$ cat src/rtl/load_sched8.sv
// rtl/load_sched8.sv - round-robin scheduler sharing one write port among 8 requesters
//
// Drives the select and load strobe of an 8-way demux feeding an 8-register bank.
// A granted requester may write up to HOLD_MAX beats before the port is released.
// The rotating priority pointer always restarts just past the previous owner.
//
// Ports:
//   clk   - rising-edge clock
//   rst_n - asynchronous active-low reset
//   req   - per-requester write request (bit i = requester i)
//   last  - per-requester final-beat flag, honoured only for the current owner
//   gnt   - registered one-hot grant, zero when no owner
//   sel   - registered demux select, holds the last owner index after release
//   load  - combinational write strobe, req[owner] while owning
//   busy  - registered, high while a requester owns the port
module load_sched8 #(
  parameter int HOLD_MAX = 4
) (
  input  logic       clk,
  input  logic       rst_n,
  input  logic [7:0] req,
  input  logic [7:0] last,
  output logic [7:0] gnt,
  output logic [2:0] sel,
  output logic       load,
  output logic       busy
);

  localparam int BW = $clog2(HOLD_MAX) + 1;
  localparam logic [BW-1:0] BEAT_LAST = BW'(HOLD_MAX - 1);

  localparam logic [0:0] IDLE = 1'b0;
  localparam logic [0:0] OWN  = 1'b1;

  logic [0:0]    state;
  logic [2:0]    owner;
  logic [2:0]    ptr;
  logic [BW-1:0] beat;
  logic [2:0]    winner;
  logic [2:0]    idx;
  logic          owner_req;
  logic          release_now;

  // Scan from the highest offset down so the lowest offset from ptr wins.
  always_comb begin
    winner = ptr;
    idx    = ptr;
    for (int k = 7; k >= 0; k--) begin
      idx = ptr + k[2:0];
      if (req[idx]) begin
        winner = idx;
      end
    end
  end

  assign owner_req = req[owner];
  assign load      = (state == OWN) && owner_req;

  // A dropped request releases without a beat; otherwise the beat in this
  // cycle is the last one if flagged or if it exhausts the hold budget.
  assign release_now = !owner_req || last[owner] || (beat == BEAT_LAST);

  always_ff @(posedge clk or negedge rst_n) begin
    if (!rst_n) begin
      state <= IDLE;
      gnt   <= 8'h00;
      sel   <= 3'd0;
      busy  <= 1'b0;
      ptr   <= 3'd0;
      owner <= 3'd0;
      beat  <= '0;
    end else if (state == IDLE) begin
      if (|req) begin
        owner <= winner;
        sel   <= winner;
        gnt   <= 8'(1) << winner;
        busy  <= 1'b1;
        beat  <= '0;
        state <= OWN;
      end
    end else begin
      if (release_now) begin
        gnt   <= 8'h00;
        busy  <= 1'b0;
        ptr   <= owner + 3'd1;
        state <= IDLE;
      end else begin
        beat <= beat + 1'b1;
      end
    end
  end

endmodule

$ cat config.mk
export PLATFORM = sky130hd
export DESIGN_NAME = load_sched8
export DESIGN_NICKNAME = d
export VERILOG_FILES = /design/src/rtl/load_sched8.sv
export SDC_FILE = /design/constraint.sdc
export NUM_CORES = 1
export LEC_CHECK = 0
export BUFFER_PORTS_ARGS = -buffer_cell sky130_fd_sc_hd__buf_2
export CAP_MARGIN = 20
export CORE_UTILIZATION = 61
export DETAILED_ROUTE_END_ITERATION = 8
export PLACE_DENSITY = 0.95
export SYNTH_ARGS = -nofsm -noshare
export SYNTH_HDL_FRONTEND = slang
export SYNTH_SLANG_ARGS = --single-unit
$ cat constraint.sdc
create_clock -name clk -period 4.6 [get_ports clk]
set_input_delay 0.92 -clock clk [delete_from_list [all_inputs] [get_ports clk]]
set_output_delay 0.92 -clock clk [all_outputs]
set_load 0.01 [all_outputs]
Word-level counts from Yosys, hierarchy flattened --
Index checks and enable logic that the tools add are counted.
Operators by class: reductions and logical operators 10, muxes and demuxes 40, add/sub/neg operators 9, $lt $le $gt $ge 9, bitwise logic cells 1, equal/unequal tests 3, shift operators 1
Operators with widths (count):
- 3-bit by 4-bit less-than comparator with 1-bit output, second input constant | 9
- 3-bit two-way mux | 11
- 1-bit binary-select mux with 3-bit select | 10
- 8-bit two-way mux | 3
- 1-bit two-way mux | 16
- 3-bit adder, second input constant | 4
- 3-bit by 1-bit adder with 3-bit output, second input constant | 3
- 2-bit AND reduction | 4
- 8-bit OR reduction | 1
- 1-bit by 3-bit << shifter with 8-bit output, first input constant | 1
- 3-bit by 2-bit adder with 3-bit output, second input constant | 2
- 3-bit by 2-bit equality test with 1-bit output, second input constant | 1
- 1-bit logical OR | 2
- 2-bit by 1-bit != test with 1-bit output, second input constant | 1
- 2-bit != test, second input constant | 1
- 2-bit nonzero test | 1
- 1-bit logical AND | 1
- 1-bit logical NOT | 1
- 1-bit NOT | 1
Word-level totals: output and inout bits 13, word-level logic and storage cells 79, input bits 18, register bits 19

Longest topological paths before layout --
depth in word-level cells 14, depth in mapped cells 12, gate-level depth less buffers 9

Worst setup path after synthesis --
Ideal clock, no wire load.
path kind reg-to-reg, start point register ptr[1], end point register gnt[2], period minus slack after synthesis 2.974 ns, arrival 2.852 ns, required time 4.478 ns, setup time 0.122 ns, cell stages (with the launch flop) 13, path slack 1.626 ns, buffers on the path 3, cell sequence dfrtp_1 -> buf_6 -> buf_2 -> inv_1 -> ha_1 -> clkbuf_1 -> mux4_2 -> a221oi_1 -> a31oi_1 -> a311oi_1 -> o311ai_1 -> a22o_1 -> a32o_1
On the way: cells in the longest elaborated chain, start to end 14, elaborated cells between the ends (all ways) 34, classes of those cells 7 x add/sub; 1 x shift; 26 x mux
RTL lines:
- from (decl) | RTL line 37 | logic [2:0] ptr;
- from (signal assigned) | RTL line 85 | ptr <= owner + 3'd1;
- 3-bit adder | RTL line 49 | idx = ptr + k[2:0];
- 1-bit binary-select mux with 3-bit select | RTL line 50 | if (req[idx]) begin
- 1-bit two-way mux (implied by the code) | RTL line 50
- 3-bit two-way mux (7 in a row) | RTL line 50
- 3-bit two-way mux (*) | RTL line 50
- 1-bit by 3-bit << shifter with 8-bit output (*) | RTL line 76 | gnt <= 8'(1) << winner;
- 8-bit two-way mux (*) | RTL line 73 | if (|req) begin
- 8-bit two-way mux (*) | RTL line 72 | end else if (state == IDLE) begin
- to (signal assigned) | RTL line 76
- to (decl) | RTL line 23 | output logic [7:0] gnt,
Every way passes the cells marked *; elsewhere a longest branch is shown, timed or not. The select of a mux whose other input is x is not followed. A chain may end at the register's enable or synchronous reset.

Worst setup path after layout --
start point register ptr[1], end point register gnt[7]
The elaborated chain is that of the path after synthesis.

==> key figures <==
Clock network
  • Clock tree buffer depth: 2
  • Latest clock arrival within the worst-skew pair: 0.30 ns
  • Root buffer cell: clkbuf_4
  • Count of instances resized after the clock tree is built: 0
  • Hold-fix buffer count after cts: 0
  • Post-CTS Setup Inserts: 0
  • Number of clock sinks: 19
  • Inserted Clock Buffers: 3
  • TritonCTS clock tree: yes
  • H-tree depth reported by CTS: 1
  • Clock slew at reported path FFs: 0.11 ns

Cells and area
  • Fill cell instance count of the final layout: 176
  • Area growth, synth to finish: 8.98%
  • Proportion of layout cells with a drive suffix above 1: 0.352
  • Net total in the final layout: 220
  • Number of non-filler instances in the completed layout: 227
  • Antenna Diode Count: 0
  • Multi-input combinational cell area: 1240 um^2
  • Storage element area: 475 um^2

STA
  • Slew at the pin closest to its max-slew limit: 0.606 ns
  • Final worst slack: 1.38 ns
  • Max-slew headroom at the worst pin: 0.596
  • Number of failing setup endpoints in the final timing report: 0
  • Clk_skew: 0.00133 ns
  • Slew Limit Fails: 0
  • Share of the cycle needed by the critical path after routing: 0.700
  • Shortest clock period the worst path allows after layout: 3.22 ns
  • Fin. Hold Viols: 0
  • Setup repair after global routing missed its margin: false
  • Total negative slack: 0 ns
  • Top achievable clock speed: 310 MHz

Synth
  • Synthesized area per cell: 10.6 um^2
  • Flop and latch count out of synthesis: 19
  • Share of synthesized cell area in and, or, nand and nor gates: 0.119
  • Most area-consuming cells after synthesis: dfrtp_1 (26%), mux4_2 (17%), mux2i_1 (5.5%), nand2_1 (3.9%), ha_1 (3.5%)
  • Top flip-flop cell by instance count after synthesis: dfrtp_1
  • Share of synthesized cell area in full adder, half adder and majority cells: 0.0345
  • Post-Syn Nets: 194
  • Count of distinct cell types in the synthesized netlist: 50
  • Cells after Synth: 171
  • Parity-gate share of the synthesized area counting xor and xnor cells: 0.0373
  • Number of flops mapped to enable cells by yosys: 0
  • Biggest area consumer among synthesized cells: dfrtp_1
  • Post-synthesis mux area share: 0.296
  • Async SR Flop Fraction: 1.00
  • Total standard cell area after synthesis: 1810 um^2
  • Post-synthesis sequential area ratio: 0.262
  • Portion of synthesized cell area occupied by the leading cell type: 0.262
  • Area fraction in compound gates after synthesis: 0.197
  • Yosys synthesis warning count: 0
  • Combinational family with the most area after synthesis: multiplexers
  • Top cell types by occurrence after synthesis: dfrtp_1 (19), nand2_1 (19), mux4_2 (14)

Global routing
  • Met2 demand-to-capacity share in global routing: 0.511
  • Antenna violations before repair: 0
  • GR met1 Demand/Resource: 0.370
  • Global-route wire length before repair: 7.26 mm
  • Vias in the first global route: 1585
  • GRT Util Overall: 0.293
  • Largest net degree at the start of global routing: 27
  • Overall overflow remaining after global route: 0
  • Global Route met3 Usage: 0.0276
  • Top Usage Layer GRT: met2

Floorplanning
  • IO Pins: 31
  • Die area: 3190 um^2
  • Initial Util: 0.651
  • Floorplan row count: 19
  • Floorplan core area: 2780 um^2
  • Die X: 56.5 um
  • Overall die height: 56.5 um

Routing
  • Final routed wirelength across all metal layers: 4.43 mm
  • Total iterations of the first detailed-routing run: 4
  • 1st-iter DRT viols: 48
  • Detailed-route vias per instance: 7.02
  • Remaining antenna violation count after routing: 0
  • Count of vias placed by the detailed router: 1594
  • DR WL/cell: 19.5 um
  • Final routed DRC violation total: 0

Worst hold path
  • Class of the tightest hold or removal check: register to register

Worst setup path
  • Worst path cell trace: buf_4, inv_1, ha_1, mux4_2, a221oi_1, a31oi_1, a311oi_1, o311ai_1, a22oi_1, a32o_1
  • Cell at the slowest stage of the critical path: ha_1
  • Setup crit start kind: register
  • Setup Crit Path Kind: register to register
  • Worst Path Required: 4.84 ns
  • Max Fanout on Critical Path: 26
  • Sort of element at the end of the critical path: register
  • Critical Path Max Stage Delay: 0.51 ns
  • Data arrival at the endpoint of the critical path: 3.46 ns

Place
  • Placement-stage worst setup slack: 1.46 ns
  • GP Congestion: 0.900
  • Cell total after placement: 223
  • Post-DP HPWL: 3.37 mm
  • Number of port buffers: 30

Flow run
  • Max-cap violations: 0

Run status
  • Outcome: complete, no violations
worst max-delay path, delay by kind of cell (launching register included):
kind / cells / cell delay (ns)
AO/OA/AOI/OAI: 6 / 1.40
adder cells (fa/ha/maj): 1 / 0.51
buffers and inverters: 2 / 0.46
multiplexers: 1 / 0.43
flip-flops: 1 / 0.34
flip-flops by register name, summed over array words and instances, names as in the netlist:
register and count:
busy 1, gnt 8, state 1, owner 3
ptr 3, beat 3
layer usage:
metal | part of all wire | up-vias
met5 | 0 | -
met4 | 0.021 | 0
met3 | 0.051 | 13
met2 | 0.53 | 84
met1 | 0.40 | 773
li1 | - | 724
metrics by stage:
step,hold slack (ns),util,cell area (um^2)
4_1_cts,0.503,0.710,1970
3_5_place_dp,0.478,0.700,1950
5_1_grt,0.515,0.710,1970
6_report,0.500,0.710,1970
3_3_place_gp,0.457,0.700,1950
2_1_floorplan,0.467,-,1810
logic make-up after synthesis:
kind of cell | after synthesis
muxes | 32
DFF | 19
buffers and inverters | 19
adders and majority gates | 5
AOI/OAI and AO/OA | 45
xor gates and xnor gates | 6
and+or+nand+nor | 45
cells in the final DEF (no fill, tap or decap), types with 6 or more instances in the layout:
cell type | synthesis | final
nor2_1 | 9 | 9
mux4_2 | 14 | 14
dfrtp_1 | 19 | 19
inv_1 | 7 | 7
a21oi_1 | 6 | 6
o21ai_0 | 9 | 9
nand2_1 | 19 | 19
buf_2 | 3 | 30
mux2i_1 | 10 | 10
worst paths after layout:
path / startpoint / slack [ns] / cells after the start / end
setup / recovery: ptr[1] / 1.38 / 10 / gnt[7]
hold / removal: gnt[3] / 0.50 / 1 / gnt[3]
setup reg to reg: ptr[1] / 1.38 / 10 / gnt[7]
hold reg to reg: gnt[3] / 0.50 / 1 / gnt[3]
max in group asynchronous: rst_n / 3.78 / 1 / gnt[6]
min in group asynchronous: rst_n / 0.53 / 1 / beat[1]
area by class of cell:
class	instances	share of cell area
multi-input cells	133	0.627
clock buffers	3	0.0114
well taps	31	0.0196
flip-flops and latches	19	0.241
clock inverters	1	0.00253
inverters	8	0.0152
repair buffers	32	0.0837
Power is left out: the tool's default activity adds up to more than one toggle a clock period on the data nets, which glitch-free logic cannot reach.
